--- src/rtl/hpu_job_ctrl.sv ---
// Job sequencer for the HPU datapath: latches a job configuration on start, runs item-memory
// generation, then the stream phase, and waits for the final M_AXIS beat before completing.
module hpu_job_ctrl #(
  parameter int unsigned ADDR_W = 20,
  parameter int unsigned ITEM_W = 16,
  parameter int unsigned CNT_W  = 32
) (
  input  logic              clk,
  input  logic              rst,
  input  logic              start,
  input  logic              abort,
  input  logic [ADDR_W-1:0] cfg_addr_i,
  input  logic [ADDR_W-1:0] cfg_addr_j,
  input  logic [ITEM_W-1:0] cfg_item_num,
  input  logic              cfg_regen,
  input  logic              get_fin,
  input  logic              dst_valid,
  input  logic              dst_ready,
  input  logic              dst_last,
  output logic              gen,
  output logic              run,
  output logic [ITEM_W-1:0] item_a,
  output logic [ADDR_W-1:0] addr_i,
  output logic [ADDR_W-1:0] addr_j,
  output logic [ITEM_W-1:0] item_memory_num,
  output logic              busy,
  output logic              done,
  output logic              err,
  output logic              mem_valid,
  output logic [CNT_W-1:0]  cycle_cnt,
  output logic [1:0]        state_o
);

  typedef enum logic [1:0] {StIdle = 2'd0, StGen = 2'd1, StRun = 2'd2, StDrain = 2'd3} state_e;

  state_e            state_q, state_d;
  logic [ITEM_W-1:0] item_a_q, item_a_d;
  logic [ADDR_W-1:0] addr_i_q, addr_i_d;
  logic [ADDR_W-1:0] addr_j_q, addr_j_d;
  logic [ITEM_W-1:0] item_num_q, item_num_d;
  logic              busy_q, busy_d;
  logic              done_q, done_d;
  logic              err_q, err_d;
  logic              mem_valid_q, mem_valid_d;
  logic [CNT_W-1:0]  cnt_q, cnt_d;
  logic              last_hs;

  assign last_hs = dst_valid & dst_ready & dst_last;

  always_comb begin
    state_d     = state_q;
    item_a_d    = item_a_q;
    addr_i_d    = addr_i_q;
    addr_j_d    = addr_j_q;
    item_num_d  = item_num_q;
    busy_d      = busy_q;
    done_d      = done_q;
    err_d       = err_q;
    mem_valid_d = mem_valid_q;
    cnt_d       = cnt_q;

    if (busy_q && !(&cnt_q)) begin
      cnt_d = cnt_q + 1'b1;
    end

    if (abort) begin
      // Abort freezes the counter at its value before the aborting cycle.
      state_d  = StIdle;
      item_a_d = '0;
      busy_d   = 1'b0;
      done_d   = 1'b0;
      cnt_d    = cnt_q;
    end else begin
      unique case (state_q)
        StIdle: begin
          if (start) begin
            done_d = 1'b0;
            if (cfg_item_num == '0 || cfg_addr_i == '0) begin
              err_d = 1'b1;
            end else begin
              err_d      = 1'b0;
              busy_d     = 1'b1;
              cnt_d      = '0;
              addr_i_d   = cfg_addr_i;
              addr_j_d   = cfg_addr_j;
              item_num_d = cfg_item_num;
              // Reuse the item memory only if it is complete and sized for this job.
              if (cfg_regen || !mem_valid_q || cfg_item_num != item_num_q) begin
                state_d     = StGen;
                mem_valid_d = 1'b0;
                item_a_d    = '0;
              end else begin
                state_d = StRun;
              end
            end
          end
        end
        StGen: begin
          if (item_a_q == item_num_q) begin
            state_d     = StRun;
            mem_valid_d = 1'b1;
            item_a_d    = '0;
          end else begin
            item_a_d = item_a_q + 1'b1;
          end
        end
        StRun: begin
          if (get_fin) begin
            if (last_hs) begin
              state_d = StIdle;
              busy_d  = 1'b0;
              done_d  = 1'b1;
            end else begin
              state_d = StDrain;
            end
          end
        end
        StDrain: begin
          if (last_hs) begin
            state_d = StIdle;
            busy_d  = 1'b0;
            done_d  = 1'b1;
          end
        end
        default: state_d = StIdle;
      endcase
    end
  end

  always_ff @(posedge clk or posedge rst) begin
    if (rst) begin
      state_q     <= StIdle;
      item_a_q    <= '0;
      addr_i_q    <= '0;
      addr_j_q    <= '0;
      item_num_q  <= '0;
      busy_q      <= 1'b0;
      done_q      <= 1'b0;
      err_q       <= 1'b0;
      mem_valid_q <= 1'b0;
      cnt_q       <= '0;
    end else begin
      state_q     <= state_d;
      item_a_q    <= item_a_d;
      addr_i_q    <= addr_i_d;
      addr_j_q    <= addr_j_d;
      item_num_q  <= item_num_d;
      busy_q      <= busy_d;
      done_q      <= done_d;
      err_q       <= err_d;
      mem_valid_q <= mem_valid_d;
      cnt_q       <= cnt_d;
    end
  end

  assign gen             = (state_q == StGen);
  assign run             = (state_q == StRun) || (state_q == StDrain);
  assign item_a          = item_a_q;
  assign addr_i          = addr_i_q;
  assign addr_j          = addr_j_q;
  assign item_memory_num = item_num_q;
  assign busy            = busy_q;
  assign done            = done_q;
  assign err             = err_q;
  assign mem_valid       = mem_valid_q;
  assign cycle_cnt       = cnt_q;
  assign state_o         = state_q;

endmodule

--- config.mk ---
export PLATFORM = sky130hd
export DESIGN_NAME = hpu_job_ctrl
export DESIGN_NICKNAME = d
export VERILOG_FILES = /design/src/rtl/hpu_job_ctrl.sv
export SDC_FILE = /design/constraint.sdc
export NUM_CORES = 1
export LEC_CHECK = 0
export ABC_AREA = 1
export CAP_MARGIN = 20
export CORE_ASPECT_RATIO = 1.75
export CORE_MARGIN = 4
export CORE_UTILIZATION = 57
export DETAILED_ROUTE_END_ITERATION = 10
export DONT_BUFFER_PORTS = 1
export GPL_TIMING_DRIVEN = 0
export PLACE_DENSITY = 0.81
export SYNTH_ARGS = -nofsm -noshare
export SYNTH_HDL_FRONTEND = slang
export SYNTH_SLANG_ARGS = --single-unit
--- constraint.sdc ---
create_clock -name clk -period 5.3 [get_ports clk]
set_clock_uncertainty 0.05 [all_clocks]
set_input_delay 1.325 -clock clk [delete_from_list [all_inputs] [get_ports clk]]
set_output_delay 1.325 -clock clk [all_outputs]
set_load 0.02 [all_outputs]
# Yosys cells after proc, flatten, opt, wreduce, memory -nomap -nowiden
# Cells that the tools add are included.
# classes
addsub	2
eq_ne	15
mux	36
bitwise	4
reduce_logical	21
# ops
operator	count
$mux 32	4
$mux 16	5
$add 32x1->32 const B	1
$pmux 16 s2	1
$reduce_and 32->1	1
$logic_not 20->1	1
$add 16x1->16 const B	1
$eq 16x16->1	1
$logic_not 16->1	1
$mux 2	8
$ne 16x16->1	1
$ne 3x3->1 const B	5
$mux 1	14
$reduce_and 4->1	3
$pmux 2 s4	1
$ne 2x2->1 const B	3
$pmux 1 s3	2
$reduce_and 3->1	2
$reduce_and 6->1	1
$reduce_and 5->1	1
$eq 2x2->1 const B	2
$logic_or 1x1->1	4
$reduce_bool 4->1	1
$ne 3x2->1 const B	1
other kinds (10)	13
# word_totals
register_bits	110
input_bits	65
out_inout_bits	112
wordCells	88

# Depth between registers and ports, before layout
# logic_depth
word_depth	8
mapped_depth	13

# Worst setup path before layout
# No wires, ideal clock.
# synth_path
kind	input to register
startpoint	input cfg_addr_i[19]
endpoint	register item_a_q[12], in the netlist item_a[12]
setup_time_ns	0.117
t_arrival_ns	2.291
required_time_ns	5.133
setup_slack_ns	2.842
path_stages	11
path_buffers	1
path_cell_list	nor2_1 -> nand2_1 -> nor2_1 -> nand3_1 -> nand2_2 -> nand2_1 -> nand2_1 -> nand2_4 -> buf_2 -> nand3_1 -> nand2_1
# synth_between
elab_chain_len	4
# synth_lines
element	line	source
start, declared	12	input logic [ADDR_W-1:0] cfg_addr_i,
$logic_not 20->1	78	if (cfg_item_num == '0 || cfg_addr_i == '0) begin
$logic_or 1x1->1	78	
$ne 3x3->1 (no source line)	-	
$reduce_and 4->1 (no source line)	-	
end signal, assigned	144	item_a_q <= item_a_d;
end, declared	37	logic [ITEM_W-1:0] item_a_q, item_a_d;
# Every way passes these cells.
# A chain may end at the register's enable or synchronous reset.

# Worst setup path after layout
# layout_path
startpoint	register state_q[0], in the netlist state_o[0]
endpoint	output run
# layout_between
elab_chain_len	2
elab_cells_between_ends	3
# layout_lines
element	line	source
start, declared	36	state_e state_q, state_d;
start signal, assigned	132	state_q <= StIdle;
start signal, assigned	143	state_q <= state_d;
$eq 2x2->1	157	assign run = (state_q == StRun) || (state_q == StDrain);
$logic_or 1x1->1 (*)	157	
end, declared	21	output logic run,
# Every way passes the cells marked *; elsewhere a longest branch is shown, timed or not.

==> flow_metrics.env <==
export IMPL_status="finished, final reports clean"
export IMPL_initial_core_util_pct=58.0
export IMPL_synth_fa_ha_area_share_pct=1.12
export IMPL_crit_arrival_ns=1.58
export IMPL_io_buffers=0
export IMPL_syn_to_final_growth_pct=7.64
export IMPL_critPathMaxFanout=6
export IMPL_drtIter0Drc=278
export IMPL_vdd_drop_max_mv=0.233
export IMPL_die_h_um=152
export IMPL_tns_ns=0
export IMPL_dp_hpwl_um=15200
export IMPL_synth_top_family_by_area="simple AND/OR/NAND/NOR gates"
export IMPL_layout_commonest_cell="nand2_1"
export IMPL_drc=0
export IMPL_clockBufferDepth=2
export IMPL_most_common_layout_cells="400 x nand2_1, 134 x nor2_1, 116 x inv_1"
export IMPL_htree_levels=3
export IMPL_required_ns=3.92
export IMPL_max_freq_mhz=339
export IMPL_cts_hold_buf=0
export IMPL_pwr_share_seq_pct=50.1
export IMPL_fin_hold_ws_ns=0.574
export IMPL_wl_um=19400
export IMPL_worstMarginPinSlew_ns=0.765
export IMPL_min_period_over_period_pct=55.7
export IMPL_finalHoldViolations=0
export IMPL_clockPowerShare_pct=21.8
export IMPL_clk_latency_ns=0.36
export IMPL_grt_ovfl_total=0
export IMPL_fp_dieArea_um2=13600
export IMPL_p_sw_mw=1.56
export IMPL_drtAntennaViolNets=0
export IMPL_power_leakage_nw=3.82
export IMPL_postCtsSetupBuffers=0
export IMPL_start_kind="flip-flop"
export IMPL_avgSynthCellArea_um2=6.62
export IMPL_synth_xor_area_share_pct=1.83
export IMPL_grt_max_degree=58
export IMPL_drv_slew=0
export IMPL_grt_use_total_pct=27.9
export IMPL_core_um2=11600
export IMPL_final_util_pct=62.4
export IMPL_fin_crit_ns=2.95
export IMPL_r2r_start="state_o[1]$_DFFE_PP0P_"
export IMPL_dp_cells=1150
export IMPL_vias=6283
export IMPL_drive_gt1_share_pct=8.34
export IMPL_finalSetupViolations=0
export IMPL_crit_type="reg2out"
export IMPL_rows=52
export IMPL_wl_per_cell_um=16.6
export IMPL_intPower_mw=1.73
export IMPL_slew_headroom_pct=49.0
export IMPL_synthCells=1014
export IMPL_dr_pass1_iters=5
export IMPL_max_cap_violations=0
export IMPL_swShare_pct=47.4
export IMPL_synth_area_um2=6710
export IMPL_synthSimpleGateAreaFrac_pct=42.6
export IMPL_clockRootBuffer="clkbuf_16"
export IMPL_synth_distinct_cells=32
export IMPL_clock_sinks=110
export IMPL_cp_startpoint="state_o[0]$_DFFE_PP0P_"
export IMPL_ys_warn_count=0
export IMPL_antenna_cells=0
export IMPL_syn_num_nets=1085
export IMPL_dieWidth_um=90.0
export IMPL_antenna_found_initial=0
export IMPL_grt_pass1_vias=5977
export IMPL_ys_seq_area_share_pct=41.0
export IMPL_cp_end_kind="primary output"
export IMPL_io_pins=177
export IMPL_min_from="addr_j[4]$_DFFE_PP0P_"
export IMPL_grt_pass1_wl_um=30200
export IMPL_worstHoldPathType="reg2reg"
export IMPL_combPwrFrac_pct=28.1
export IMPL_cts_resized=0
export IMPL_synth_compound_area_share_pct=3.99
export IMPL_gp_congestion=0.955
export IMPL_cts_tree="yes"
export IMPL_final_cells=1166
export IMPL_clk_pin_slew_ns=0.08
export IMPL_total_power_mw=3.29
export IMPL_finalNetCount=1097
export IMPL_cts_made_buffers=9
export IMPL_yosys_mux_area_fraction_pct=0
export IMPL_viasPerCell=5.39
export IMPL_p_per_area_nw_per_um2=455
export IMPL_rsz0062_at_grt="no"
export IMPL_synth_ff_latch_count=110
[power by group through the flow]
stage          Combinational [mW]  Sequential [mW]  Clock (mW)
2_1_floorplan               0.728             1.56           0
5_1_grt                      1.06             1.68       0.763
4_1_cts                     0.924             1.65       0.724
3_5_place_dp                0.921             1.66           0
3_3_place_gp                0.890             1.66           0
6_report                    0.925             1.65       0.717
[synthesized netlist by cell type]
library cell / n / area share [%]
nand2_2: 9 / 0.84
nor2_1: 134 / 7.5
xnor2_1: 1 / 0.13
nand3_1: 76 / 5.7
nor4_1: 1 / 0.093
inv_1: 117 / 6.5
ha_1: 6 / 1.1
a21oi_1: 17 / 1.3
nor2_2: 10 / 0.93
clkbuf_2: 1 / 0.074
nor2_4: 5 / 0.84
nand2_1: 400 / 22
xor2_1: 13 / 1.7
o21ai_0: 27 / 2.0
buf_6: 2 / 0.34
o22ai_1: 2 / 0.19
buf_2: 20 / 1.5
nand4_1: 19 / 1.8
inv_4: 1 / 0.093
o21ai_1: 4 / 0.30
nand2_4: 3 / 0.50
buf_4: 2 / 0.22
nand3b_1: 2 / 0.22
nor3_1: 11 / 0.82
buf_1: 1 / 0.056
o21bai_1: 2 / 0.22
clkbuf_1: 3 / 0.17
nor3_2: 2 / 0.30
nand3_4: 1 / 0.26
inv_2: 9 / 0.50
nand3_2: 3 / 0.45
dfrtp_1: 110 / 41
[critical path: stages, from the launching register on]
cell and delay [ns]:
dfrtp_1 0.54, inv_1 0.11, ha_1 0.21, inv_1 0.15, nand2_1 0.21
[registers in the layout, indices dropped and copies added (netlist names)]
| register | count |
|---|---|
| addr_i | 20 |
| addr_j | 20 |
| busy | 1 |
| cycle_cnt | 32 |
| done | 1 |
| err | 1 |
| item_a | 16 |
| item_memory_num | 16 |
| mem_valid | 1 |
| state_o | 2 |
[area by class of cell]
| class | instances | area [um2] |
|---|---|---|
| fill | 1150 | 4360 |
| multi-input combinational | 748 | 3320 |
| sequential | 110 | 2750 |
| inverter | 127 | 482 |
| clock buffer | 9 | 225 |
| tap | 135 | 169 |
| buffer | 29 | 158 |
| clock inverter | 7 | 88.8 |
| timing repair buffer | 1 | 27.5 |
[per-stage QoR]
stage | setup slack, ns | instance area, um2
2_1_floorplan | 1.02 | 6710
3_3_place_gp | -0.229 | 6880
3_5_place_dp | 2.46 | 6910
4_1_cts | 2.33 | 7220
5_1_grt | 2.26 | 7220
6_report | 2.35 | 7220
[per-layer routing]
metal / vias up / GRT usage [%] / share of wire [%]
li1: 3136 / - / -
met4: 0 / 14.3 / 4.5
met2: 207 / 52.8 / 54
met1: 2883 / 27.7 / 33
met3: 57 / 8.05 / 7.9
met5: - / 0 / 0
[worst paths after layout]
| path | end | slack, ns | depth (start not counted) |
|---|---|---|---|
| worst max-delay path | run | 2.35 | 4 |
| worst min-delay path | addr_j[4]$_DFFE_PP0P_ | 0.57 | 2 |
| worst max register to register | cycle_cnt[12]$_DFFE_PP0N_ | 2.96 | 11 |
| worst min register to register | addr_j[4]$_DFFE_PP0P_ | 0.57 | 2 |
| max in group asynchronous | cycle_cnt[8]$_DFFE_PP0N_ | 3.56 | 2 |
| min in group asynchronous | item_memory_num[8]$_DFFE_PP0P_ | 0.92 | 1 |
[logic make-up after synthesis]
kind of cell / count (synthesis)
buf+inv: 156
compound gates: 52
flops: 110
fa+ha+maj: 6
simple gates: 676
xor+xnor: 14
Power figures use the tool's default switching activity.
